$ cat config.mk
export PLATFORM = sky130hd
export DESIGN_NAME = pc_redirect_unit
export DESIGN_NICKNAME = d
export VERILOG_FILES = /design/src/rtl/pipe_ctrl_pkg.sv /design/src/rtl/pc_redirect_unit_sat_counter.sv /design/src/rtl/pc_redirect_unit.sv
export SDC_FILE = /design/constraint.sdc
export NUM_CORES = 1
export LEC_CHECK = 0
export CORE_UTILIZATION = 51
export DETAILED_ROUTE_END_ITERATION = 10
export PLACE_DENSITY = 0.78
export SETUP_SLACK_MARGIN = 0.2
export SLEW_MARGIN = 20
export SYNTH_ARGS = -nofsm -noshare
export SYNTH_HDL_FRONTEND = slang
export SYNTH_HIERARCHICAL = 1
export SYNTH_SLANG_ARGS = --single-unit
$ cat constraint.sdc
create_clock -name clk -period 2.7 [get_ports clk]
set_input_delay 0.27 -clock clk [delete_from_list [all_inputs] [get_ports clk]]
set_output_delay 0.27 -clock clk [all_outputs]
set_load 0.005 [all_outputs]
$ cat src/rtl/pipe_ctrl_pkg.sv
// Shared pipeline-control definitions.
// Used by the PC redirect unit and by the condition handler, which shares
// the branch and jump opcode constants.
package pipe_ctrl_pkg;

    // Redirect state machine states.
    typedef enum logic [1:0] {
        RUN   = 2'd0,
        PEND  = 2'd1,
        FLUSH = 2'd2
    } redir_state_t;

    localparam logic [31:0] RESET_PC_DEF = 32'h0000_0000;
    localparam int          INSN_BYTES   = 4;

    // RV32 major opcodes for control-transfer instructions.
    localparam logic [6:0] OP_BRANCH = 7'b110_0011;
    localparam logic [6:0] OP_JAL    = 7'b110_1111;
    localparam logic [6:0] OP_JALR   = 7'b110_0111;

endpackage

$ cat src/rtl/pc_redirect_unit_sat_counter.sv
// sat_counter: up-counter that sticks at all-ones instead of wrapping.
// Ports:
//   clk, rst_n : clock, async active-low reset (count clears to 0)
//   inc        : count up by one this cycle
//   count      : current value
//   sat        : count is at all-ones
module sat_counter #(
    parameter int W = 16
) (
    input  logic         clk,
    input  logic         rst_n,
    input  logic         inc,
    output logic [W-1:0] count,
    output logic         sat
);

    assign sat = &count;

    always_ff @(posedge clk or negedge rst_n) begin
        if (!rst_n)          count <= '0;
        else if (inc && !sat) count <= count + W'(1);
    end

endmodule

$ cat src/rtl/pc_redirect_unit.sv
// pc_redirect_unit: owns the fetch PC and turns taken branches and jumps
// from EX into PC redirects plus a fixed-length IF/ID and ID/EX flush.
// A redirect that arrives while the hazard unit stalls is parked in
// pend_pc and applied on the first unstalled cycle.
// Ports:
//   clk, rst_n                 : clock, async active-low reset
//   stall                      : hazard freeze of PC and IF/ID
//   branch_valid/conditional_s : taken conditional branch when both high
//   branch_target              : EX-computed branch target
//   jump_valid/jump_target     : JAL/JALR request and target (wins over branch)
//   pc_out                     : current fetch PC
//   flush_ifid/flush_idex      : squash strobes, high for FLUSH_CYCLES cycles
//   redirect_busy              : redirect pending or flush in progress
//   misalign_err               : accepted target had nonzero bits[1:0]
//   taken_count                : saturating count of applied redirects
module pc_redirect_unit
    import pipe_ctrl_pkg::*;
#(
    parameter int              PC_W         = 32,
    parameter logic [PC_W-1:0] RESET_PC     = PC_W'(RESET_PC_DEF),
    parameter int              FLUSH_CYCLES = 2,
    parameter int              CNT_W        = 16
) (
    input  logic             clk,
    input  logic             rst_n,
    input  logic             stall,
    input  logic             branch_valid,
    input  logic             conditional_s,
    input  logic [PC_W-1:0]  branch_target,
    input  logic             jump_valid,
    input  logic [PC_W-1:0]  jump_target,
    output logic [PC_W-1:0]  pc_out,
    output logic             flush_ifid,
    output logic             flush_idex,
    output logic             redirect_busy,
    output logic             misalign_err,
    output logic [CNT_W-1:0] taken_count
);

    localparam int FC_W = 3;  // FLUSH_CYCLES is limited to 1..7

    redir_state_t    state_q, state_d;
    logic [PC_W-1:0] pc_q, pc_d;
    logic [PC_W-1:0] pend_q, pend_d;
    logic [FC_W-1:0] cnt_q, cnt_d;
    logic            req, apply, cnt_sat;
    logic [PC_W-1:0] tgt_raw, tgt_al, pc_inc;

    assign req     = (branch_valid & conditional_s) | jump_valid;
    assign tgt_raw = jump_valid ? jump_target : branch_target;
    assign tgt_al  = {tgt_raw[PC_W-1:2], 2'b00};
    assign pc_inc  = pc_q + PC_W'(INSN_BYTES);

    // State register
    always_ff @(posedge clk or negedge rst_n) begin
        if (!rst_n) state_q <= RUN;
        else        state_q <= state_d;
    end

    // Next-state and datapath next values
    always_comb begin
        state_d = state_q;
        pc_d    = pc_q;
        pend_d  = pend_q;
        cnt_d   = cnt_q;
        apply   = 1'b0;
        unique case (state_q)
            RUN: begin
                if (req && !stall) begin
                    pc_d    = tgt_al;
                    cnt_d   = FC_W'(FLUSH_CYCLES - 1);
                    apply   = 1'b1;
                    state_d = FLUSH;
                end else if (req) begin
                    pend_d  = tgt_al;
                    state_d = PEND;
                end else if (!stall) begin
                    pc_d = pc_inc;
                end
            end
            // Younger requests are ignored here: the parked one is older.
            PEND: begin
                if (!stall) begin
                    pc_d    = pend_q;
                    cnt_d   = FC_W'(FLUSH_CYCLES - 1);
                    apply   = 1'b1;
                    state_d = FLUSH;
                end
            end
            // Requests here come from squashed instructions. Stall only
            // freezes the PC; the flush length is fixed.
            FLUSH: begin
                if (!stall) pc_d = pc_inc;
                if (cnt_q == '0) state_d = RUN;
                else             cnt_d   = cnt_q - FC_W'(1);
            end
            default: state_d = RUN;
        endcase
    end

    // Outputs
    always_comb begin
        flush_ifid    = (state_q == FLUSH);
        flush_idex    = (state_q == FLUSH);
        redirect_busy = (state_q != RUN);
        // Only RUN accepts a target; gate with reset so it reads 0 in reset.
        misalign_err  = rst_n && (state_q == RUN) && req && (tgt_raw[1:0] != 2'b00);
    end

    always_ff @(posedge clk or negedge rst_n) begin
        if (!rst_n) begin
            pc_q   <= RESET_PC;
            pend_q <= '0;
            cnt_q  <= '0;
        end else begin
            pc_q   <= pc_d;
            pend_q <= pend_d;
            cnt_q  <= cnt_d;
        end
    end

    assign pc_out = pc_q;

    sat_counter #(.W(CNT_W)) u_taken_cnt (
        .clk   (clk),
        .rst_n (rst_n),
        .inc   (apply),
        .count (taken_count),
        .sat   (cnt_sat)
    );

    logic unused_ok;
    assign unused_ok = cnt_sat;

endmodule

== Yosys cells after proc, flatten, opt, wreduce, memory -nomap -nowiden ==
Cells that the tools add are included.
W data, S select, Z words.

* $add $sub $neg: 3
* Eq/ne operators: 8
* Multiplexer cells: 18
* Bitwise logic cells: 3
* Reduce and logical (&&, ||, !) cells: 17

{| class="wikitable"
|+ Operators by type and width
! operator !! number
|-
| $mux W32 || 5
|-
| $pmux W32 S3 || 1
|-
| $add A32 B3 Y32 const B || 1
|-
| $add A16 B1 Y16 const B || 1
|-
| $reduce_and A16 Y1 || 1
|-
| $mux W3 || 3
|-
| $pmux W3 S3 || 1
|-
| $reduce_and A3 Y1 || 3
|-
| $mux W2 || 4
|-
| $ne A2 B2 Y1 const B || 3
|-
| $ne A3 B3 Y1 const B || 2
|-
| $pmux W2 S3 || 1
|-
| $logic_and A1 B1 Y1 || 5
|-
| $reduce_and A4 Y1 || 1
|-
| $reduce_bool A2 Y1 || 2
|-
| $logic_not A3 Y1 || 1
|-
| $reduce_bool A3 Y1 || 1
|-
| $sub A3 B1 Y3 const B || 1
|-
| $eq A2 B1 Y1 const B || 1
|-
| $eq A2 B2 Y1 const B || 1
|-
| $logic_not A1 Y1 || 2
|-
| $logic_not A2 Y1 || 1
|-
| $mux W1 || 2
|-
| $ne A2 B1 Y1 const B || 1
|-
| 4 further kinds || 4
|}

* Register bits: 83
* Input bits: 70
* Output and inout port bits: 52
* Logic and storage cells: 54

== Longest topological paths before layout ==
Gate-level depths: netlist (run 1).

* Depth after elaboration: 6
* Depth in mapped cells: 10
* Mapped depth without buffers: 8

== Modules after synthesis ==
Netlist (run 1), hierarchy kept.

{| class="wikitable"
|+ Modules (own cells, without submodules)
! module !! times used !! cells an instance !! area an instance (um2) !! seq. area each (um2)
|-
| pc_redirect_unit || 1 || 539 || 4536.9 || 1626.6
|-
| sat_counter || 1 || 71 || 815.8 || 400.4
|}

== Least setup slack after synthesis (run 1) ==
No wires, ideal clock.

* Kind: register to register
* Start: reg state_q[1]
* End: reg u_taken_cnt.count[9]
* Library setup time: 0.079 ns
* Data arrival time: 2.404 ns
* Data required time: 2.621 ns
* Setup slack: 0.217 ns
* Cell stages (with the launch flop): 11
* Buffers on the path: 2
* Clock period less this slack: 2.483 ns
* Cells stage by stage: dfrtp_1 > inv_1 > ha_1 > clkbuf_1 > clkbuf_1 > a21oi_1 > nor2_1 > and3_1 > nand3_1 > a2111oi_2 > xor2_1

* Longest elaborated chain between the ends: 3
* Elaborated cells on any way between the ends: 4
* Classes of those cells: eq/ne (1); mux (1); reduce/logical (2)

{| class="wikitable"
|+ Ends and longest elaborated chain
! what !! line !! text
|-
| start, declared || pc_redirect_unit.sv:42 || <nowiki>redir_state_t state_q, state_d;</nowiki>
|-
| start signal, assigned || pc_redirect_unit.sv:57 || <nowiki>else state_q <= state_d;</nowiki>
|-
| $eq A2 B1 Y1 or $logic_not A2 Y1 (tied branches) || pc_redirect_unit.sv:67 || <nowiki>unique case (state_q)</nowiki>
|-
| $pmux W1 S2 * || pc_redirect_unit.sv:67 ||
|-
| named net apply || pc_redirect_unit.sv:46 || <nowiki>logic req, apply, cnt_sat;</nowiki>
|-
| $logic_and A1 B1 Y1 * || pc_redirect_unit_sat_counter.sv:21 || <nowiki>else if (inc && !sat) count <= count + W'(1);</nowiki>
|-
| end signal, assigned || pc_redirect_unit_sat_counter.sv:21 ||
|-
| end, declared || pc_redirect_unit_sat_counter.sv:13 || <nowiki>output logic [W-1:0] count,</nowiki>
|}

Mark *: on every way through the listed nets, which the timed path passes. The rest lies on a longest branch.
A chain may end at the register's enable or synchronous reset.

== Final worst setup path (run 1) ==
* Start: reg state_q[0]
* End: out misalign_err

* Longest elaborated chain between the ends: 4

{| class="wikitable"
|+ Ends and longest elaborated chain
! what !! line !! text
|-
| $logic_not A2 Y1 || pc_redirect_unit.sv:107 || <nowiki>misalign_err = rst_n && (state_q == RUN) && req && (tgt_raw[1:0] != 2'b00);</nowiki>
|-
| $logic_and A1 B1 Y1 (3 in a row) || pc_redirect_unit.sv:107 ||
|-
| end, declared || pc_redirect_unit.sv:36 || <nowiki>output logic misalign_err,</nowiki>
|}

Every way passes these cells.

==> impl_results.md, run 1 <==
* CTS root buf: clkbuf_8
* Worst Clk Skew at 0.00924 ns
* Clock Latency Late Sink at 0.38 ns
* First-pass GRT wire length at 26900 um
* DRT iter0 DRCs at 335
* Count of cell types in the netlist at 76
* Setup TNS Final at 0 ns
* Sequential Area at 2030 sq um
* Vias in the first global route at 5326
* Mean area per synthesized cell at 8.77 sq um
* Synth Area in Compound Gates at 0.229
* CTS clk-pin slew, worst paths at 0.08 ns
* DRC Markers at 0
* Sequential element share of the synthesized area at 0.379
* Synth Area in Simple Gates at 0.208
* Post-synth top area share at 0.379
* Final ANT Viol Nets at 0
* Die Wd at 104 um
* Area grow syn2layout at 30.8%
* CP Data Arrival Time at 2.09 ns
* Post-Layout Cell Count at 876
* Max transition margin at 0.525
* Cell Int Power at 4.07 mW
* ANT cells at 0
* Final #Nets at 813
* Pwr Density at 1050 nW/um^2
* Top cells by area, synth: dfrtp_1 38%, a21oi_1 5.8%, mux2i_1 4.9%, nand2_1 4.2%, nor2_1 3.6%
* CP max stage delay at 0.55 ns
* Initial Utilization at 0.523
* Crit end category: output port
* Fmax at 424 MHz
* Final Hold Vio Count at 0
* Die area at 10900 sq um
* HPWL Detailed at 12100 um
* Slowest CP cell: clkdlybuf4s50_1
* Crit Path Category: reg -> out
* Vias/cell at 6.22
* Mux cell area share after synthesis at 0.0865
* WHS at 0.239 ns
* Placer Congestion at 0.905
* Dpl cells at 859
* Synth Register Bits at 81
* Top cells by count, synth: 81 x dfrtp_1, 62 x a21oi_1, 60 x nand2_1
* H-tree depth at 3
* Footprint of the multi-input gates at 3110 sq um
* Worst VDD drop at 0.000564 V
* Post-synth ARST share at 1.00
* Initial antenna violation count at 0
* First-pass DRT Iterations at 6
* Via Count at 5448
* Number of synthesized flops with an enable pin at 0
* Largest net degree at the start of global routing at 52
* Critical path, cell by cell: inv_1, ha_2, nand3_1, a211oi_1, clkdlybuf4s50_1
* Pin slew with the least headroom to its limit at 0.706 ns
* Wire per inst at 19.1 um
* Layout cells sized above 1 at 0.112
* CTS tree: done
* Port buffer count at 119
* Clock Sink Count at 81
* Routed wire length at 16700 um
* Post-synthesis adder-cell area fraction at 0.0187
* Crit path max fanout at 8
* Synthesized area at 5350 sq um
* Comb power frac at 0.565
* Count leader, synth: dfrtp_1
* Fillers at 830
* Min-delay worst type: in -> async
* Worst Setup Start Kind: flop
* Max Cap Viol at 0
* CORE AREA at 10200 sq um
* Period utilization at 0.874
* Total Routing Usage GR at 0.315
* Endpoints failing setup at 0
* Primary FF master, synth: dfrtp_1
* Outcome: finished, final reports clean
* TritonCTS Buffers at 9
* Syn. warnings at 6
* Syn Inst Count at 610
* Setup Fix Bufs, Post-CTS at 0
* Net Sw Power at 3.27 mW
* Critical path required time at 2.43 ns
* Grt ovf at 0
* Deepest clock path buffer count at 2
* Clock Power Share at 0.115
* I/O pins at 122
* XOR/XNOR Fraction of Synth Area at 0.0344
* RSZ-0062 raised after global routing: false
* Tmin final at 2.36 ns
* Die Height at 104 um
* Slew Limit Fails at 0
* Row cnt at 37
* Reg power frac at 0.320
* Static leakage at 2.87 nW
* Largest area contributor in the netlist: dfrtp_1
* Sw Share at 0.445
* Largest family of logic cells by synthesized area: compound AO/OA/AOI/OAI gates
[power groups by stage]
stage	clock (mW)	sequential (mW)	combinational, mW
3_3_place_gp	0	2.31	3.92
6_report	0.843	2.34	4.15
2_1_floorplan	0	2.18	2.47
5_1_grt	0.899	2.41	4.51
3_5_place_dp	0	2.34	4.06
4_1_cts	0.856	2.32	4.09
[layout by cell type (no fill, tap or decap), drive strengths merged, types with 6 or more instances in the layout]
master / synthesis / layout
nor3: 8 / 8
clkdlybuf4s50: 0 / 117
mux2: 18 / 18
xor2: 13 / 13
and4: 6 / 6
nor2: 51 / 51
a21oi: 62 / 62
buf: 12 / 34
mux2i: 26 / 26
a22oi: 7 / 7
a21o: 6 / 6
o21ai: 25 / 25
ha: 8 / 8
a31oi: 9 / 9
inv: 19 / 19
o31ai: 8 / 8
nor4: 13 / 13
a211oi: 6 / 6
dfrtp: 81 / 81
nand2: 60 / 60
xnor2: 8 / 8
nand3: 32 / 32
a22o: 6 / 6
clkbuf: 27 / 13
nand4: 16 / 16
[worst paths after layout]
| check | from | endpoint | slack [ns] | depth (start not counted) |
|---|---|---|---|---|
| setup / recovery | state_q[0] | misalign_err | 0.34 | 5 |
| hold / removal | rst_n | pend_q[13] | 0.24 | 2 |
| setup reg to reg | pc_out[2] | pc_out[22] | 0.35 | 6 |
| hold reg to reg | pend_q[31] | pend_q[31] | 0.52 | 1 |
| max in group asynchronous | rst_n | pend_q[19] | 1.15 | 4 |
| min in group clk | pend_q[31] | pend_q[31] | 0.52 | 1 |
[logic make-up (layout without fill, tap and decap cells)]
logic type	after synthesis	in the layout
compound gates	183	183
buf+inv	59	188
simple gates	213	213
xor+xnor	21	21
fa+ha+maj	8	8
other cells	1	2
mux	44	44
flops	81	81
[state kept, by name, summed over array words and instances, names as in the netlist]
name and count:
u_taken_cnt/count 16, state_q 2, pc_out 30, pend_q 30
cnt_q 3
[routing by layer]
| metal | share of wire | global-route usage | wire length [um] |
|---|---|---|---|
| met2 | 0.48 | 0.518 | 8100 |
| met1 | 0.41 | 0.398 | 6920 |
| met5 | 0 | 0 | 0 |
| met4 | 0.024 | 0.141 | 399 |
| met3 | 0.078 | 0.0670 | 1300 |
[final cells by class]
class | instances | area share
Clock buffer | 13 | 0.0227
Clock inverter | 3 | 0.00214
Inverter | 20 | 0.0107
Multi-Input combinational cell | 471 | 0.444
Sequential cell | 81 | 0.290
Tap cell | 136 | 0.0243
Timing Repair Buffer | 152 | 0.207
[critical path: cells and delay by family, from the launching register on]
family                   cells  cell delay (ns)
buffers and inverters        2             0.68
flip-flops                   1             0.43
adder cells (fa/ha/maj)      1             0.28
AO/OA/AOI/OAI                1             0.22
AND/OR/NAND/NOR              1             0.11
[through the flow]
step                      power, mW  setup WS [ns]  utilization  cell area, sq um
final                          7.33          0.340        0.684              7000
after global routing           7.82          0.191        0.684              7000
after CTS                      7.26          0.220        0.684              6990
after detailed placement       6.39          0.151        0.666              6810
after global placement         6.23          0.178        0.666              6810
after floorplan                4.65          0.217            -              5360
[timing repair]
item,in CTS,in global routing
hold endpoints to repair,30,0
hold buffers,1,0
endpoints found under the setup margin,0,7
resized for setup,0,2
No activity file was read; power rests on OpenSTA's default activity.
==> run 2: changes to the inputs <==
--- a/config.mk
+++ b/config.mk
@@ -7,8 +7,10 @@
 export LEC_CHECK = 0
 export CORE_UTILIZATION = 51
 export DETAILED_ROUTE_END_ITERATION = 10
+export HOLD_SLACK_MARGIN = 0.1
 export PLACE_DENSITY = 0.78
 export SETUP_SLACK_MARGIN = 0.2
+export SKIP_LAST_GASP = 1
 export SLEW_MARGIN = 20
 export SYNTH_ARGS = -nofsm -noshare
 export SYNTH_HDL_FRONTEND = slang
==> results of run 2 <==
Final layout, timing and power as in run 1 (identical DEF).
